===== config.mk =====
export PLATFORM = sky130hd
export DESIGN_NAME = msp430_per_master
export DESIGN_NICKNAME = d
export VERILOG_FILES = /design/src/rtl/msp430_per_master_pkg.sv /design/src/rtl/msp430_per_master.sv
export SDC_FILE = /design/constraint.sdc
export NUM_CORES = 1
export LEC_CHECK = 0
export ABC_CLOCK_PERIOD_IN_PS = 2600
export BUFFER_PORTS_ARGS = -buffer_cell sky130_fd_sc_hd__buf_2
export CAP_MARGIN = 20
export CORE_UTILIZATION = 40
export CTS_CLUSTER_DIAMETER = 100
export DETAILED_ROUTE_END_ITERATION = 16
export PLACE_DENSITY = 0.65
export SLEW_MARGIN = 20
export SYNTH_ARGS = -nofsm -noshare
export SYNTH_HDL_FRONTEND = slang
export SYNTH_SLANG_ARGS = --single-unit

===== constraint.sdc =====
create_clock -name mclk -period 2.6 [get_ports mclk]
set_input_delay 0.39 -clock mclk [delete_from_list [all_inputs] [get_ports mclk]]
set_output_delay 0.39 -clock mclk [all_outputs]
set_load 0.02 [all_outputs]

===== src/rtl/msp430_per_master_pkg.sv =====
// Shared types and lane-steering helpers for the peripheral bus master.
// Holds the command opcode and FSM state encodings plus byte-lane functions.
// Pure declarations; no clocked logic lives here.
package msp430_per_master_pkg;

  typedef enum logic [1:0] {
    OP_READ    = 2'd0,
    OP_WRITE   = 2'd1,
    OP_RMW_SET = 2'd2,
    OP_RMW_CLR = 2'd3
  } cmd_op_e;

  typedef enum logic [1:0] {
    S_IDLE = 2'd0,
    S_RD   = 2'd1,
    S_WR   = 2'd2,
    S_RESP = 2'd3
  } state_e;

  // Byte write enables for an access: word writes both lanes, byte writes one.
  function automatic logic [1:0] wr_lane(input logic is_byte, input logic odd);
    if (!is_byte) return 2'b11;
    if (odd)      return 2'b10;
    return 2'b01;
  endfunction

  // Place write data on the lane selected by the byte address; unused lane is zero.
  function automatic logic [15:0] wr_steer(input logic is_byte, input logic odd,
                                           input logic [15:0] val);
    if (!is_byte) return val;
    if (odd)      return {val[7:0], 8'h00};
    return {8'h00, val[7:0]};
  endfunction

  // Pull the addressed byte down to the low lane for byte reads.
  function automatic logic [15:0] rd_extract(input logic is_byte, input logic odd,
                                             input logic [15:0] dout);
    if (!is_byte) return dout;
    if (odd)      return {8'h00, dout[15:8]};
    return {8'h00, dout[7:0]};
  endfunction

endpackage


===== src/rtl/msp430_per_master.sv =====
// Command-driven master for the MSP430 peripheral bus: read, write, RMW, bursts.
// Latency: per_en at T+1 after accept; response at T+2 (read/write) or T+3 (RMW).
// Backpressure: one response beat at a time; no bus access while a beat is unaccepted.
module msp430_per_master
  import msp430_per_master_pkg::*;
(
  input  logic        mclk,
  input  logic        puc_rst_n,
  input  logic        cmd_valid,
  output logic        cmd_ready,
  input  logic [1:0]  cmd_op,
  input  logic [14:0] cmd_addr,
  input  logic        cmd_byte,
  input  logic [3:0]  cmd_len,
  input  logic [15:0] cmd_wdata,
  output logic        rsp_valid,
  input  logic        rsp_ready,
  output logic [15:0] rsp_rdata,
  output logic        rsp_last,
  output logic [13:0] per_addr,
  output logic [15:0] per_din,
  output logic        per_en,
  output logic [1:0]  per_we,
  input  logic [15:0] per_dout
);

  state_e      state_q, state_d;
  cmd_op_e     op_q, op_d;
  logic [14:0] addr_q, addr_d;
  logic        byte_q, byte_d;
  logic [3:0]  cnt_q, cnt_d;
  logic [15:0] wdata_q, wdata_d;
  logic        per_en_q, per_en_d;
  logic [1:0]  per_we_q, per_we_d;
  logic [13:0] per_addr_q, per_addr_d;
  logic [15:0] per_din_q, per_din_d;
  logic        rsp_valid_q, rsp_valid_d;
  logic [15:0] rsp_rdata_q, rsp_rdata_d;
  logic        rsp_last_q, rsp_last_d;

  // Access launch request, shared by command accept and burst continuation.
  logic        start;
  logic [14:0] st_addr;
  cmd_op_e     st_op;
  logic        st_byte;
  logic [15:0] st_wdata;
  logic [15:0] old_val;
  logic [15:0] mod_val;

  assign cmd_ready = (state_q == S_IDLE) && puc_rst_n;

  // Next-state and registered-output computation for the access sequencer.
  always_comb begin
    state_d     = state_q;
    op_d        = op_q;
    addr_d      = addr_q;
    byte_d      = byte_q;
    cnt_d       = cnt_q;
    wdata_d     = wdata_q;
    per_en_d    = 1'b0;
    per_we_d    = per_we_q;
    per_addr_d  = per_addr_q;
    per_din_d   = per_din_q;
    rsp_valid_d = rsp_valid_q;
    rsp_rdata_d = rsp_rdata_q;
    rsp_last_d  = rsp_last_q;
    start       = 1'b0;
    st_addr     = addr_q;
    st_op       = op_q;
    st_byte     = byte_q;
    st_wdata    = wdata_q;
    old_val     = rd_extract(byte_q, addr_q[0], per_dout);
    mod_val     = (op_q == OP_RMW_SET) ? (old_val | wdata_q) : (old_val & ~wdata_q);

    case (state_q)
      S_IDLE: begin
        if (cmd_valid && cmd_ready) begin
          start    = 1'b1;
          st_addr  = cmd_addr;
          st_op    = cmd_op_e'(cmd_op);
          st_byte  = cmd_byte;
          st_wdata = cmd_wdata;
          op_d     = cmd_op_e'(cmd_op);
          byte_d   = cmd_byte;
          wdata_d  = cmd_wdata;
          cnt_d    = cmd_len;
        end
      end
      S_RD: begin
        // per_dout is valid in this cycle; RMW keeps the old value for its response.
        per_we_d    = 2'b00;
        rsp_rdata_d = old_val;
        if (op_q == OP_READ) begin
          rsp_valid_d = 1'b1;
          rsp_last_d  = (cnt_q == 4'd0);
          state_d     = S_RESP;
        end else begin
          per_en_d  = 1'b1;
          per_we_d  = wr_lane(byte_q, addr_q[0]);
          per_din_d = wr_steer(byte_q, addr_q[0], mod_val);
          state_d   = S_WR;
        end
      end
      S_WR: begin
        per_we_d    = 2'b00;
        rsp_valid_d = 1'b1;
        rsp_last_d  = (cnt_q == 4'd0);
        if (op_q == OP_WRITE) rsp_rdata_d = 16'h0000;
        state_d     = S_RESP;
      end
      S_RESP: begin
        if (rsp_ready) begin
          rsp_valid_d = 1'b0;
          if (rsp_last_q) begin
            state_d = S_IDLE;
          end else begin
            start   = 1'b1;
            st_addr = addr_q + (byte_q ? 15'd1 : 15'd2);
            cnt_d   = cnt_q - 4'd1;
          end
        end
      end
      default: state_d = S_IDLE;
    endcase

    if (start) begin
      addr_d     = st_addr;
      per_en_d   = 1'b1;
      per_addr_d = st_addr[14:1];
      if (st_op == OP_WRITE) begin
        state_d   = S_WR;
        per_we_d  = wr_lane(st_byte, st_addr[0]);
        per_din_d = wr_steer(st_byte, st_addr[0], st_wdata);
      end else begin
        state_d  = S_RD;
        per_we_d = 2'b00;
      end
    end
  end

  // State and output registers with synchronous reset that abandons any access.
  always_ff @(posedge mclk) begin
    if (!puc_rst_n) begin
      state_q     <= S_IDLE;
      op_q        <= OP_READ;
      addr_q      <= 15'd0;
      byte_q      <= 1'b0;
      cnt_q       <= 4'd0;
      wdata_q     <= 16'h0000;
      per_en_q    <= 1'b0;
      per_we_q    <= 2'b00;
      per_addr_q  <= 14'd0;
      per_din_q   <= 16'h0000;
      rsp_valid_q <= 1'b0;
      rsp_rdata_q <= 16'h0000;
      rsp_last_q  <= 1'b0;
    end else begin
      state_q     <= state_d;
      op_q        <= op_d;
      addr_q      <= addr_d;
      byte_q      <= byte_d;
      cnt_q       <= cnt_d;
      wdata_q     <= wdata_d;
      per_en_q    <= per_en_d;
      per_we_q    <= per_we_d;
      per_addr_q  <= per_addr_d;
      per_din_q   <= per_din_d;
      rsp_valid_q <= rsp_valid_d;
      rsp_rdata_q <= rsp_rdata_d;
      rsp_last_q  <= rsp_last_d;
    end
  end

  assign per_en    = per_en_q;
  assign per_we    = per_we_q;
  assign per_addr  = per_addr_q;
  assign per_din   = per_din_q;
  assign rsp_valid = rsp_valid_q;
  assign rsp_rdata = rsp_rdata_q;
  assign rsp_last  = rsp_last_q;

endmodule

[Word level (Yosys, flattened, before mapping)]
Cells that the tools add are included.
Word-level totals
  register bits after elaboration: 91
  latch bits: 0
  memory bits (writable): 0
  memory bits (read-only): 0
  input port bits: 58
  output and inout bits: 52
  logic and storage cells: 125
  memories kept: 0
Cells by class
  add/subtract/negate cells: 2
  $mul: 0
  divide/modulo/power cells: 0
  $lt $le $gt $ge: 0
  eq/ne operators: 13
  shifts and indexed selects: 0
  multiplexer cells: 79
  bitwise operators: 3
  reductions and logical operators: 15
Operator list (count)
  two-way mux 16 bit: 20
  two-way mux 15 bit: 3
  two-way mux 2 bit: 18
  one-hot mux 16 bit (2 select lines): 1
  one-hot mux 15 bit (2 select lines): 1
  two-way mux 1 bit: 27
  bitwise AND 16 bit: 1
  inverter 16 bit: 1
  OR 16 bit: 1
  adder 15 x 2 -> 15 bit: 1
  two-way mux 4 bit: 3
  inequality test 2 bit, second input constant: 4
  one-hot mux 4 bit (2 select lines): 1
  == test 2 x 1 -> 1 bit, second input constant: 3
  == test 2 bit, second input constant: 3
  inequality test 3 bit, second input constant: 2
  one-hot mux 2 bit (3 select lines): 1
  AND reduction 3 bit: 2
  nonzero test 3 bit: 2
  logical NOT 2 bit: 2
  logical NOT 4 bit: 1
  one-hot mux 1 bit (2 select lines): 2
  one-hot mux 2 bit (2 select lines): 1
  AND reduction 2 bit: 2
  7 further kinds: 9

[Logic depth before layout (Yosys ltp)]
  depth in word-level cells: 15
  gate-level depth with buffers: 10
  depth with buffers taken out: 7

[Worst setup path before layout]
No wires, ideal clock.
  kind: reg2reg
  from: register byte_q
  to: register with a tool-made name
  setup time: 0.132 ns
  arrival: 1.847 ns
  required time: 2.468 ns
  path slack: 0.621 ns
  cell stages (with the launch flop): 10
  path buffers: 2
  period minus slack after synthesis: 1.979 ns
  path through: dfxtp_1 > clkbuf_1 > inv_1 > ha_1 > a21o_1 > and3_1 > clkbuf_1 > a32o_1 > nand2_1 > a21oi_1
RTL lines
  from (decl): RTL line msp430_per_master.sv:30  | logic byte_q, byte_d;
  from (signal assigned): RTL line msp430_per_master.sv:161  | byte_q <= byte_d;

==> results.md <==
- Vias in the first global route: 3,971
- Gpl congestion: 0.892
- DRC viols: 0
- Ys Warns: 0
- Commonest non-fill, non-tap cell in the layout: buf_2
- Max-Cap Viols: 0
- Simple-gate share of the synthesized area: 0.194
- Routed WL per cell: 16.7 um
- R2R cell count: 6
- FFs w/ async S/R, synth: 0
- Final hold violation count: 0
- 1st-iter DRT viols: 282
- CTS tree: done
- R2R Setup Slk: 420 ps
- Layout cell share with drive strength beyond 1: 0.240
- PnR worst setup slack: 417 ps
- Tightest Pin Transition: 803 ps
- Pre-CTS setup slack: 444 ps
- Synth unique cells: 51
- IO Count: 110
- Post-synthesis sequential area ratio: 0.360
- Worst EP arrival: 2460 ps
- Setup-failing EPs final: 0
- Die Y: 105 um
- Vias post-DR: 4,294
- Min Clock Period, post-route: 2180 ps
- Net Count, Synth: 611
- Register area: 1540 sq um
- Fin. max-slew vios: 0
- Peak supply drop: 0.374 mV
- Cts bufs inserted: 9
- Antenna violations before repair: 0
- TritonCTS sink count: 77
- Final cycle utilization of the critical path: 0.840
- RR Startpoint: state_q[0]
- Skew final: 18.3 ps
- Setup crit start kind: flop
- Crit-path max FO: 9
- Placed insts: 753
- Post-synth EDFFs: 0
- Vias per cell: 5.58
- Placed standard-cell area: 4840 sq um
- Layout fillers: 1,032
- First-pass GRT wire length: 20.6 mm
- Hold Crit Depth: 3
- First-pass DRT Iterations: 5
- Overall power: 4.22 mW
- Most frequent cells in the layout: buf_2 (109), dfxtp_1 (77), nor2_1 (70)
- Hold Crit Class: input pin to flop
- CTS clock-pin slew for the worst setup and hold paths: 80 ps
- Largest net degree at the start of global routing: 23
- Setup CP Type: flop to flop
- Syn_area_per_cell: 7.88 sq um
- Max Clk Rate: 458 MHz
- Multi-input logic area: 2400 sq um
- Static leakage: 2.21 nW
- RSZ-0062 raised after global routing: no
- Clock Latency Late Sink: 360 ps
- Xor/xnor share of the synthesized area: 0
- Min-delay src: cmd_addr[11]
- Post-synthesis mux area share: 0.0915
- Area grow syn2layout: 17.9%
- HPWL after detailed placement: 9.48 mm
- Nets: 696
- Hold-fix buffers, CTS: 0
- Cell Pwr Density: 837 nW/um^2
- Final core utilization: 0.487
- Worst slew margin: 0.461
- Post-Syn Area: 4280 sq um
- Die Area: 11,100 sq um
- Buffers added on ports: 109
- Largest family of logic cells by synthesized area: compound AO/OA/AOI/OAI gates
- Overall Global Routing Usage: 0.234
- Clock root buffer: clkbuf_8
- Synthesized instance count: 543
- Final instance area: 5050 sq um
- Yosys reg bits: 77
- H-tree Lvls: 3
- Die width: 105 um
- Final WL: 12.8 mm
- Outcome: complete, no violations
- Post-synthesis compound-gate area fraction: 0.243
- Setup bufs post-CTS: 0
- Remaining antenna violation count after routing: 0
- Synth Flop Type: dfxtp_1
- Critical path endpoint category: flop
- Diode count: 0
- Setup TNS: 0 ps
- Clock Path Buffers: 2
- Core Box Area: 10,400 sq um
- Data required time at the worst endpoint: 2880 ps
- Post-CTS resize count: 0
- Rows: 37
- Fin Hold WS: 288 ps
- Grt ovf: 0
- Fin cells: 769
- Synth Area in Adders: 0.0310
- Initial Util: 0.413
-- cell type report --
class                   instances  area share
multi-input cells             399       0.475
flip-flops and latches         77       0.305
repair buffers                127       0.135
well taps                     136      0.0337
clock buffers                   9      0.0245
clock inverters                 7      0.0159
inverters                      14      0.0104
-- routing by layer --
metal	wire, um	track usage
met5	0	0
met4	136	0.0684
met3	808	0.0291
met2	5850	0.372
met1	6030	0.331
-- cells by family after synthesis --
logic type | after synthesis
and+or+nand+nor | 186
AOI/OAI and AO/OA | 164
buffers and inverters | 67
DFF | 77
adders and majority gates | 10
muxes | 39
-- cell usage after synthesis (4+ instances only) --
cell | n | area [sq um]
o32ai_1 | 9 | 78.8
nand2_1 | 69 | 259
a21oi_1 | 53 | 265
ha_1 | 9 | 113
inv_1 | 12 | 45.0
o21a_1 | 4 | 30.0
a211oi_1 | 5 | 37.5
o221ai_1 | 9 | 78.8
and2_1 | 4 | 25.0
a22oi_1 | 22 | 165
buf_4 | 17 | 128
nor2b_1 | 5 | 31.3
mux2i_1 | 38 | 380
o22ai_1 | 5 | 31.3
o21ai_0 | 35 | 175
nor2_1 | 70 | 263
buf_2 | 14 | 70.1
dfxtp_1 | 77 | 1540
and3_1 | 8 | 50.1
clkbuf_1 | 17 | 63.8
nand3_1 | 14 | 70.1
buf_1 | 4 | 15.0
-- worst max-delay path by stage --
stage,startpoint,to,slack [ps]
floorplan,byte_q,flop,620
global placement,state_q[0],flop,530
detailed placement,state_q[0],flop,440
CTS,state_q[0],flop,440
global route,state_q[0],per_din[11],280
finish,state_q[0],flop,420
-- where the power goes --
group / switching (mW) / internal, mW
Sequential: 0.170 / 1.38
Combinational: 1.09 / 0.627
Clock: 0.496 / 0.459
Total: 1.75 / 2.47
-- worst max-delay path: stages (launching register included) --
cell     delay (ps)
dfxtp_1         410
inv_1            90
ha_1            420
inv_1           220
o21ai_1         250
or4_1           570
a31oi_1         160
Note: power is estimated with default switching activity, not from simulation.
